### src/rtl/proc_pkg.sv
`default_nettype none
// ============================================================================
// Module      : proc_pkg
// Description : Shared types and constants for the 12-bit processor fetch path.
//               Holds the sequencer state encoding, the opcodes that steer
//               control flow and the default instruction address width.
// Revision    : 1.0 - initial release
// ============================================================================
package proc_pkg;

    // Sequencer state encoding. The width is fixed at two bits.
    typedef enum logic [1:0] {
        IDLE   = 2'd0,
        RUN    = 2'd1,
        HALTED = 2'd2
    } state_e;

    // Opcodes whose decode produces jump_en / branch for the sequencer.
    localparam logic [2:0] OP_JUMP = 3'd6;
    localparam logic [2:0] OP_BEQ  = 3'd3;

    // Default instruction address width (256-entry instruction memory).
    localparam int IA_WIDTH_DEFAULT = 8;

endpackage : proc_pkg
`default_nettype wire

### src/rtl/next_pc_sel.sv
`default_nettype none
// ============================================================================
// Module      : next_pc_sel
// Description : Combinational next-PC priority mux for the RUN state.
//               Priority: stall > halt > jump > taken branch > pc+1.
// Ports       : pc_i             current program counter
//               stall_i          hold pc, ignore every other control
//               halt_i           current instruction is halt
//               jump_en_i        unconditional jump, target destination_i
//               destination_i    jump target
//               branch_i         current instruction is BEQ
//               branch_taken_i   BEQ condition true
//               branch_target_i  BEQ target
//               next_pc_o        address for the next cycle
//               halt_req_o       request transition to HALTED
// Revision    : 1.0 - initial release
// ============================================================================
module next_pc_sel
    import proc_pkg::*;
#(
    parameter int IA_WIDTH = IA_WIDTH_DEFAULT
) (
    input  logic [IA_WIDTH-1:0] pc_i,
    input  logic                stall_i,
    input  logic                halt_i,
    input  logic                jump_en_i,
    input  logic [IA_WIDTH-1:0] destination_i,
    input  logic                branch_i,
    input  logic                branch_taken_i,
    input  logic [IA_WIDTH-1:0] branch_target_i,
    output logic [IA_WIDTH-1:0] next_pc_o,
    output logic                halt_req_o
);

    // destination_i and branch_target_i are only ever selected behind their
    // own enables, so an unknown target with its enable low cannot reach pc.
    always_comb begin
        next_pc_o  = pc_i;
        halt_req_o = 1'b0;
        if (stall_i) begin
            next_pc_o = pc_i;
        end else if (halt_i) begin
            // pc stays on the halt instruction
            halt_req_o = 1'b1;
        end else if (jump_en_i) begin
            next_pc_o = destination_i;
        end else if (branch_i && branch_taken_i) begin
            next_pc_o = branch_target_i;
        end else begin
            // Natural modulo-2^IA_WIDTH wrap
            next_pc_o = pc_i + IA_WIDTH'(1);
        end
    end

endmodule : next_pc_sel
`default_nettype wire

### src/rtl/pc_sequencer.sv
`default_nettype none
// ============================================================================
// Module      : pc_sequencer
// Description : Registered program counter, run/halt control and saturating
//               RUN-cycle counter for the 12-bit processor.
// Ports       : clk, reset (sync, active high)
//               start_i          begin execution from IDLE or HALTED
//               stall_i, halt_i, jump_en_i, destination_i,
//               branch_i, branch_taken_i, branch_target_i  per-instruction
//               control for the instruction currently at pc_o
//               pc_o             address of instruction being executed
//               fetch_valid_o    pc_o is live (state RUN)
//               done_o           program halted
//               cycle_count_o    RUN cycles since last start (saturating)
// Revision    : 1.0 - initial release
// ============================================================================
module pc_sequencer
    import proc_pkg::*;
#(
    parameter int                 IA_WIDTH   = IA_WIDTH_DEFAULT,
    parameter logic [IA_WIDTH-1:0] START_ADDR = '0,
    parameter int                 CNT_WIDTH  = 16
) (
    input  logic                 clk,
    input  logic                 reset,
    input  logic                 start_i,
    input  logic                 stall_i,
    input  logic                 halt_i,
    input  logic                 jump_en_i,
    input  logic [IA_WIDTH-1:0]  destination_i,
    input  logic                 branch_i,
    input  logic                 branch_taken_i,
    input  logic [IA_WIDTH-1:0]  branch_target_i,
    output logic [IA_WIDTH-1:0]  pc_o,
    output logic                 fetch_valid_o,
    output logic                 done_o,
    output logic [CNT_WIDTH-1:0] cycle_count_o
);

    localparam logic [CNT_WIDTH-1:0] CNT_MAX = {CNT_WIDTH{1'b1}};

    state_e               state_q, state_d;
    logic [IA_WIDTH-1:0]  pc_q, pc_d;
    logic [CNT_WIDTH-1:0] cnt_q, cnt_d;
    logic                 done_q, done_d;

    logic [IA_WIDTH-1:0]  sel_pc;
    logic                 sel_halt;

    next_pc_sel #(
        .IA_WIDTH (IA_WIDTH)
    ) u_next_pc_sel (
        .pc_i            (pc_q),
        .stall_i         (stall_i),
        .halt_i          (halt_i),
        .jump_en_i       (jump_en_i),
        .destination_i   (destination_i),
        .branch_i        (branch_i),
        .branch_taken_i  (branch_taken_i),
        .branch_target_i (branch_target_i),
        .next_pc_o       (sel_pc),
        .halt_req_o      (sel_halt)
    );

    // State register
    always_ff @(posedge clk) begin
        if (reset) begin
            state_q <= IDLE;
            pc_q    <= '0;
            cnt_q   <= '0;
            done_q  <= 1'b0;
        end else begin
            state_q <= state_d;
            pc_q    <= pc_d;
            cnt_q   <= cnt_d;
            done_q  <= done_d;
        end
    end

    // Next-state logic
    always_comb begin
        state_d = state_q;
        pc_d    = pc_q;
        cnt_d   = cnt_q;
        done_d  = done_q;
        unique case (state_q)
            IDLE, HALTED: begin
                if (start_i) begin
                    state_d = RUN;
                    pc_d    = START_ADDR;
                    cnt_d   = '0;
                    done_d  = 1'b0;
                end
            end
            RUN: begin
                // Stall and halt cycles still count as RUN cycles
                if (cnt_q != CNT_MAX) begin
                    cnt_d = cnt_q + CNT_WIDTH'(1);
                end
                pc_d = sel_pc;
                if (sel_halt) begin
                    state_d = HALTED;
                    done_d  = 1'b1;
                end
            end
            default: begin
                state_d = IDLE;
                pc_d    = '0;
                cnt_d   = '0;
                done_d  = 1'b0;
            end
        endcase
    end

    // Output logic
    always_comb begin
        fetch_valid_o = (state_q == RUN);
        pc_o          = pc_q;
        done_o        = done_q;
        cycle_count_o = cnt_q;
    end

endmodule : pc_sequencer
`default_nettype wire

### config.mk
export PLATFORM = sky130hd
export DESIGN_NAME = pc_sequencer
export DESIGN_NICKNAME = d
export VERILOG_FILES = /design/src/rtl/proc_pkg.sv /design/src/rtl/next_pc_sel.sv /design/src/rtl/pc_sequencer.sv
export SDC_FILE = /design/constraint.sdc
export NUM_CORES = 1
export LEC_CHECK = 0
export ABC_AREA = 1
export BUFFER_PORTS_ARGS = -buffer_cell sky130_fd_sc_hd__buf_2
export CAP_MARGIN = 20
export CORE_MARGIN = 3
export CORE_UTILIZATION = 40
export CTS_BUF_LIST = sky130_fd_sc_hd__clkbuf_8
export DETAILED_ROUTE_END_ITERATION = 10
export GPL_TIMING_DRIVEN = 0
export PLACE_DENSITY = 0.64
export SLEW_MARGIN = 10
export SYNTH_ARGS = -nofsm -noshare
export SYNTH_HDL_FRONTEND = slang
export SYNTH_SLANG_ARGS = --single-unit
### constraint.sdc
create_clock -name clk -period 1.75 [get_ports clk]
set_clock_uncertainty 0.15 [all_clocks]
set_input_delay 0.175 -clock clk [delete_from_list [all_inputs] [get_ports clk]]
set_output_delay 0.175 -clock clk [all_outputs]
set_load 0.02 [all_outputs]
# Yosys cells after proc, flatten, opt, wreduce, memory -nomap -nowiden

Cells that the tools add are included.

Register bits after elaboration: 27
Bits of input ports: 24
Output and inout bits: 26
Word-level logic and storage cells: 37

Add/sub/neg operators: 2
Equal/unequal tests: 8
Multiplexer cells: 17
Reduce and logical (&&, ||, !) cells: 6

Operators by type and width:

| cell                    | number |
|---|---|
| $mux W8                 | 5 |
| $mux W16                | 2 |
| $pmux W16 S2            | 1 |
| $add A16 B1 Y16 const B | 1 |
| $ne A16 B16 Y1 const B  | 1 |
| $pmux W8 S2             | 1 |
| $add A8 B1 Y8 const B   | 1 |
| $ne A2 B2 Y1 const B    | 3 |
| $mux W1                 | 4 |
| $mux W2                 | 2 |
| $ne A2 B1 Y1 const B    | 2 |
| $pmux W2 S2             | 1 |
| $reduce_and A2 Y1       | 2 |
| $reduce_and A3 Y1       | 1 |
| $eq A2 B1 Y1 const B    | 1 |
| $eq A2 B2 Y1 const B    | 1 |
| $logic_not A2 Y1        | 1 |
| $pmux W1 S2             | 1 |
| $reduce_or A2 Y1        | 1 |
| $logic_and A1 B1 Y1     | 1 |

# Logic depth before layout (Yosys ltp)

Gate-level depths: netlist of run 1.

Word-level depth: 6
Gate-level depth with buffers: 9
Gate-level depth less buffers: 9

# Cells and area by module

A second synthesis of run 1 with hierarchy kept.

Cell total of the unflattened synthesis: 330
Area, all modules: 1989.4 um2

Modules (own cells, without submodules):

| module       | times used | cells an instance | area an instance (um2) | sequential area each (um2) |
|---|---|---|---|---|
| pc_sequencer | 1          | 229               | 1522.7                 | 520.5 |
| next_pc_sel  | 1          | 101               | 466.7                  | 0.0 |

# Worst setup path before layout of run 1

No wires, ideal clock.

Kind: flip-flop to flip-flop
Start: register cnt_q[0], in the netlist cycle_count_o[0]
End: register cnt_q[7], in the netlist cycle_count_o[7]
Setup time: 69 ps
Arrival time: 1565 ps
Path slack: -34 ps
Cell stages (with the launch flop): 9
Buffers on the path: 1
Path through: dfxtp_1 -> ha_1 -> nand3_1 -> nor2_2 -> nand3_4 -> nand2_4 -> buf_8 -> nand2_1 -> a21oi_2

Word-level cells in the longest chain between the ends: 3

Ends and longest elaborated chain:

| what                                              | RTL line                               | source |
|---|---|---|
| start: declaration                                | pc_sequencer.sv:44                     | `logic [CNT_WIDTH-1:0] cnt_q, cnt_d;` |
| start signal: assignment                          | pc_sequencer.sv:75                     | `cnt_q <= cnt_d;` |
| $add A16 B1 Y16 or $ne A16 B16 Y1 (tied branches) | pc_sequencer.sv:98, pc_sequencer.sv:97 |  |
| $mux W16 or $ne A2 B1 Y1 (tied branches)          | -                                      |  |
| $pmux W16 S2 or $reduce_and A2 Y1 (tied branches) | -                                      |  |

Parallel ways exist; a longest one is shown, timed or not. The select of a mux whose other input is x is not followed.
A chain may end at the register's enable or synchronous reset.

# Worst setup path after layout of run 1

Start: register cnt_q[0], in the netlist cycle_count_o[0]
End: register cnt_q[3], in the netlist cycle_count_o[3]

The elaborated chain is that of the path after synthesis.

==> results of run 1 <==
[metal layers]
| metal | vias up | track usage, % |
|---|---|---|
| li1 | 1031 | - |
| met1 | 834 | 24.68 |
| met2 | 61 | 29.49 |
| met3 | 4 | 2.104 |
| met4 | 0 | 4.802 |
| met5 | - | 0 |
[through the flow]
stage          std cells  power (mW)  area (µm²)  utilization [%]
6_report             393       1.136        2197            53.77
5_1_grt              393       1.207        2197            53.77
4_1_cts              387       1.127        2087            51.07
3_5_place_dp         384      0.7972        2037            49.85
3_3_place_gp         384      0.7975        2037            49.85
2_1_floorplan        285      0.7332        1729                -
[power by group through the flow]
stage	clock network (mW)	logic [mW]	registers (mW)
floorplan	0	0.0974	0.636
global route	0.368	0.222	0.618
CTS	0.342	0.170	0.614
global placement	0	0.170	0.628
finish	0.323	0.199	0.615
detailed placement	0	0.169	0.628
[cells by family after synthesis]
logic type | count (synthesis) | synth area share, %
adder cells (fa/ha/maj) | 2 | 1.448
AO/OA/AOI/OAI | 34 | 12.17
AND/OR/NAND/NOR | 183 | 45.91
flip-flops | 26 | 30.12
buffers and inverters | 37 | 8.834
XOR/XNOR | 3 | 1.521
[state kept, by name, summed over array words and instances (netlist names)]
signal / cells
pc_o: 8
cycle_count_o: 16
state_q: 2
[placed cells by master, fill, tap and decap left out, types with 3 or more instances in the layout]
cell and count:
xor2_1 3, nor3_1 4, o21ai_0 8, nand2_1 77, nor2_2 4, nor2_1 53, nand3_1 28, nand4_1 9
a21oi_1 14, clkbuf_8 3, dfxtp_1 23, or2_2 3, a21oi_2 6, inv_1 30, buf_2 50, buf_4 6
[critical path, cell delays in order (launching register included)]
cell and delay [ns]:
dfxtp_4 0.39, ha_4 0.15, nand3_2 0.10, nor2_4 0.18, nand3_4 0.14, nand2_8 0.12, clkbuf_16 0.16, nand2_1 0.06
a21oi_2 0.12
[path summary, 6_finish.rpt]
kind	from	endpoint	slack, ns	cells past startpoint
worst max-delay path	cycle_count_o[0]	cycle_count_o[3]	0.10	8
worst min-delay path	start_i	state_q[1]	0.03	4
worst max register to register	cycle_count_o[0]	cycle_count_o[3]	0.10	8
worst min register to register	state_q[1]	state_q[1]	0.36	2
[Yosys cell counts]
library cell	count	area share [%]
a21oi_1	14	4.1
o211ai_1	2	0.87
o21ai_0	8	2.3
nor2_2	4	1.4
nand4_1	9	3.3
nor3_1	4	1.2
nand2_1	77	17
buf_1	2	0.43
dfxtp_1	26	30
o21ai_2	1	0.51
nand2_4	1	0.65
nand3_4	1	1.0
clkbuf_1	1	0.22
nand3_1	29	8.4
ha_1	2	1.4
a21oi_2	7	3.5
nand3b_1	1	0.43
inv_2	1	0.22
buf_8	1	0.87
o21bai_1	2	0.87
nor2_1	54	12
or2_2	3	1.1
buf_2	2	0.58
inv_1	30	6.5
xor2_1	3	1.5
[final cells by class]
| type | instances | area share, % |
|---|---|---|
| tap | 50 | 2.847 |
| timing repair buffer | 55 | 14.01 |
| inverter | 31 | 5.296 |
| sequential | 26 | 23.97 |
| multi-input combinational | 222 | 50.23 |
| clock buffer | 3 | 1.879 |
| buffer | 6 | 1.765 |
[what timing repair did]
item / 4_1_cts / 5_1_grt
endpoints found under the setup margin: 12 / 17
setup buffers: 0 / 5
pin swaps: 1 / 2
cloned: 0 / 1
gates resized for setup: 3 / 10
endpoints found under the hold margin: 0 / 0
==> impl_results.md, run 1 <==
* Status: completed
* Antenna violations before repair at 0
* Layout cell share with drive strength beyond 1 at 24.78%
* DRC errors left at 0
* Ys Warns at 0
* Vias at 1930
* Int Power at 0.8349 mW
* Seq/Total Area, Yosys at 30.12%
* Critical path capture point type: register
* CTS Sinks at 26
* Clock slew at reported path FFs at 0.08 ns
* Max_cap viols at 0
* Met2 WL at 2.139 mm
* Global-route wire length before repair at 7.590 mm
* Clock tree buffer depth at 2
* H-tree depth at 1
* Fin crit share at 94.05%
* Hold slack at 0.03363 ns
* Gr usage total at 17.89%
* Antenna diode count at 0
* Largest net degree at the start of global routing at 14
* DR pass1 iterations at 4
* Starting Density at 42.28%
* TritonCTS clock tree: built
* Switching Share at 26.54%
* DRT iter0 DRCs at 83
* Comb pwr share at 17.5%
* Area Growth Syn to Fin at 27.15%
* WP data required at 1.80 ns
* Static Leak at 0.9781 nW
* Met3 wire len at 313 µm
* Top routing layer used: met4
* Post-DP HPWL at 3.494 mm
* FMAX at 607.6 MHz
* CP max FO at 8
* Yosys cell types at 25
* Worst hold-check path type: input pin to register
* Clk_lat worst skew at 0.26 ns
* Period minus WS final at 1.646 ns
* Crit path kind: register to register
* Clk pwr share at 28.4%
* P_sw at 0.3016 mW
* Startpoint type of the worst setup path: register
* Register area at 526.8 µm²
* Post-route worst setup slack at 0.1041 ns
* Post-route setup TNS at 0 ns
* Worst-margin pin slew at 0.5450 ns
* Core area at 4086 µm²
* Area used by multi-input combinational logic at 1104 µm²
* Num CTS Buffers at 3
* Final Hold Viols at 0
* Slew HR at 63.67%
* VDD IR max at 0.2751 mV
* Die area at 5144 µm²
* Gate count of the mapped netlist at 285
* Synthesized cell area at 1728 µm²
* M1 wire length at 2.132 mm
* NumNets Final at 371
* Crit path DAT at 1.69 ns
* Site row count at 23
* Gpl congestion at 0.8544
* Die Ht at 71.73 µm
* FILL cells at 421
* ANT nets after route at 0
* CTS root buf: clkbuf_8
* Gr ovfl total at 0
* Vias per cell at 4.911
* Pre-CTS setup slack at -0.04477 ns
* Drt total wl at 4.616 mm
* Final setup vio count at 0
* Syn_area_per_cell at 6.063 µm²
* IO Count at 50
* WL/cell at 11.75 µm
* Net Count, Synth at 311
* Die width at 71.73 µm
* Slew Viols, Final at 0
* Vias in the first global route at 1726
* Synth Register Bits at 26
* CTS Hold Bufs at 0
* Power Dens Cells at 517.2 nW/µm²
* IO Port Bufs at 49
* Reg power frac at 54.1%
Power figures use the tool's default switching activity.
==> run 2: changes to the inputs <==
- PLACE_DENSITY: 0.64 -> 0.63
- SYNTH_HIERARCHICAL: not set -> 1
==> impl_results.md, run 2 <==
* ANT nets after route at 0
* Clock tree buffer depth at 2
* Num CTS Buffers at 3
* CTS Sinks at 26
* IO Port Bufs at 48
* Synth top area share at 26.16%
* Post-DP HPWL at 3.876 mm
* Top FF cell, synth: dfxtp_1
* Vias per cell at 4.673
* Startpoint type of the worst setup path: register
* Commonest non-fill, non-tap cells in the layout: 102 x nand2_1, 51 x buf_2, 42 x inv_1
* Yosys cell types at 28
* Starting Density at 41.84%
* Largest register FFs at 16
* Final setup vio count at 0
* Status: completed
* Number of synthesized flops with an enable pin at 0
* Final Hold Viols at 0
* Crit path from: cycle_count_o[1]
* NumNets Final at 413
* Hold slack at 0.02705 ns
* Clock slew at reported path FFs at 0.08 ns
* Hold Path Origin: start_i
* IO Count at 50
* Top cells by area, synth: dfxtp_1 26%, nand2_1 19%, nand3_1 8.3%
* Reg2reg setup slack at 0.09 ns
* Period minus WS final at 1.661 ns
* Syn_area_per_cell at 6.029 µm²
* Static Leak at 1.111 nW
* Vias at 2112
* Synthesized cell area at 1989 µm²
* Vias in the first global route at 1923
* Die width at 76.53 µm
* DR pass1 iterations at 5
* Crit path DAT at 1.71 ns
* Ys Warns at 6
* Core area at 4755 µm²
* Site row count at 25
* Pre-CTS setup slack at -0.04918 ns
* Placed cells at 445
* Finished layout cell area at 2449 µm²
* Worst-margin pin slew at 0.5708 ns
* WL/cell at 11.23 µm
* Area Growth Syn to Fin at 23.08%
* Dominant cell type by area after synthesis: dfxtp_1
* Post-route worst setup slack at 0.08940 ns
* Worst hold-check path type: input pin to register
* Area used by multi-input combinational logic at 1285 µm²
* FILL cells at 528
* Worst reg2reg startpoint: cycle_count_o[1]
* Max_cap viols at 0
* Die area at 5856 µm²
* Layout cell share with drive strength beyond 1 at 29.61%
* WP data required at 1.80 ns
* Async set or reset register ratio after synthesis at 0%
* Register area at 534.3 µm²
* Fin crit share at 94.89%
* Commonest cells post-synth: 102 x nand2_1, 42 x inv_1, 41 x nor2_1, 33 x nand3_1, 26 x dfxtp_1
* Power Dens Cells at 504.6 nW/µm²
* Gr ovfl total at 0
* Commonest non-fill, non-tap cell in the layout: nand2_1
* TritonCTS clock tree: built
* Antenna violations before repair at 0
* Gr usage total at 17.15%
* Drt total wl at 5.075 mm
* CP max FO at 5
* Seq/Total Area, Yosys at 26.16%
* Clk_lat worst skew at 0.27 ns
* DRT iter0 DRCs at 51
* Largest net degree at the start of global routing at 14
* FMAX at 602.2 MHz
* Most frequent cell after synthesis: nand2_1
* Crit path kind: register to register
* Slew Viols, Final at 0
* CTS root buf: clkbuf_8
* Slew HR at 61.95%
* Critical path capture point type: register
* Synth Register Bits at 26
* Gate count of the mapped netlist at 330
* VDD IR max at 0.2993 mV
* Antenna diode count at 0
* H-tree depth at 1
* Global-route wire length before repair at 8.535 mm
* Gpl congestion at 0.8915
* Final Non-Filler Cells at 452
* DRC errors left at 0
* Die Ht at 76.53 µm
* Placed Area at 2316 µm²
* Net Count, Synth at 356
==> run 2: changes by cell type after synthesis, moves of 4 or more <==
cell     previous run  this run
inv_1              30        42
nand2_1            77       102
nand2_2             0        13
nand3_1            29        33
nand4_1             9         5
nor2_1             54        41
nor2_4              0         5
nor3_1              4         0
==> run 2: per-stage QoR <==
step | power (mW) | util (%) | TNS (ns)
after floorplan | 0.8119 | - | 0
after global placement | 0.8939 | 48.71 | -0.04103
after detailed placement | 0.8959 | 48.71 | -0.1392
after CTS | 1.233 | 49.71 | 0
after global routing | 1.307 | 51.50 | -0.009172
final | 1.236 | 51.50 | 0
==> run 2: critical path, cell delays in order, from the launching register on <==
cell and delay, ns:
dfxtp_4 0.38, ha_4 0.14, nand2_2 0.08, nor2_4 0.14, and2_4 0.17, nand3_4 0.09
nand2_4 0.13, clkbuf_16 0.16, nand2_2 0.05, a21oi_2 0.10
==> run 2: layout make-up <==
type | count | area share [%]
plain buffers | 7 | 1.942
flip-flops and latches | 26 | 21.82
well taps | 67 | 3.424
inverters | 45 | 6.898
repair buffers | 52 | 11.75
clock buffers | 3 | 1.686
multi-input cells | 252 | 52.48
==> run 2: where the power goes <==
group	switching, mW	internal, mW
clock	0.182	0.154
sequential	0.0231	0.607
combinational	0.165	0.104
==> run 2: metal layers <==
metal  track usage [%]  share of wire [%]  vias up
li1                  -                  -     1145
met1             21.39                 46      918
met2             30.67                 48       45
met3             2.364                4.3        4
met4             4.710               0.87        0
met5                 0                  0        -
==> run 2: worst paths after layout <==
kind,to,cells after the start
worst min-delay path,state_q[0],3
worst min register to register,cycle_count_o[6],2
worst max-delay path,cycle_count_o[4],9
worst max register to register,cycle_count_o[4],9
==> run 2: what timing repair did <==
| item | 4_1_cts | 5_1_grt |
|---|---|---|
| endpoints found under the setup margin | 6 | 16 |
| gates cloned | 0 | 1 |
| setup buffers | 0 | 3 |
| endpoints found under the hold margin | 0 | 0 |
| pin swaps | 0 | 2 |
| hold buffers | 0 | 0 |
| gates resized for setup | 3 | 15 |
==> run 2: cells by family (layout without fill, tap and decap cells) <==
logic type               after synthesis  count (layout)  synth area share (%)
AO/OA/AOI/OAI                         41              41                 13.27
adder cells (fa/ha/maj)                2               2                 1.258
buffers and inverters                 52             107                 10.75
flip-flops                            26              26                 26.16
AND/OR/NAND/NOR                      209             209                 48.55
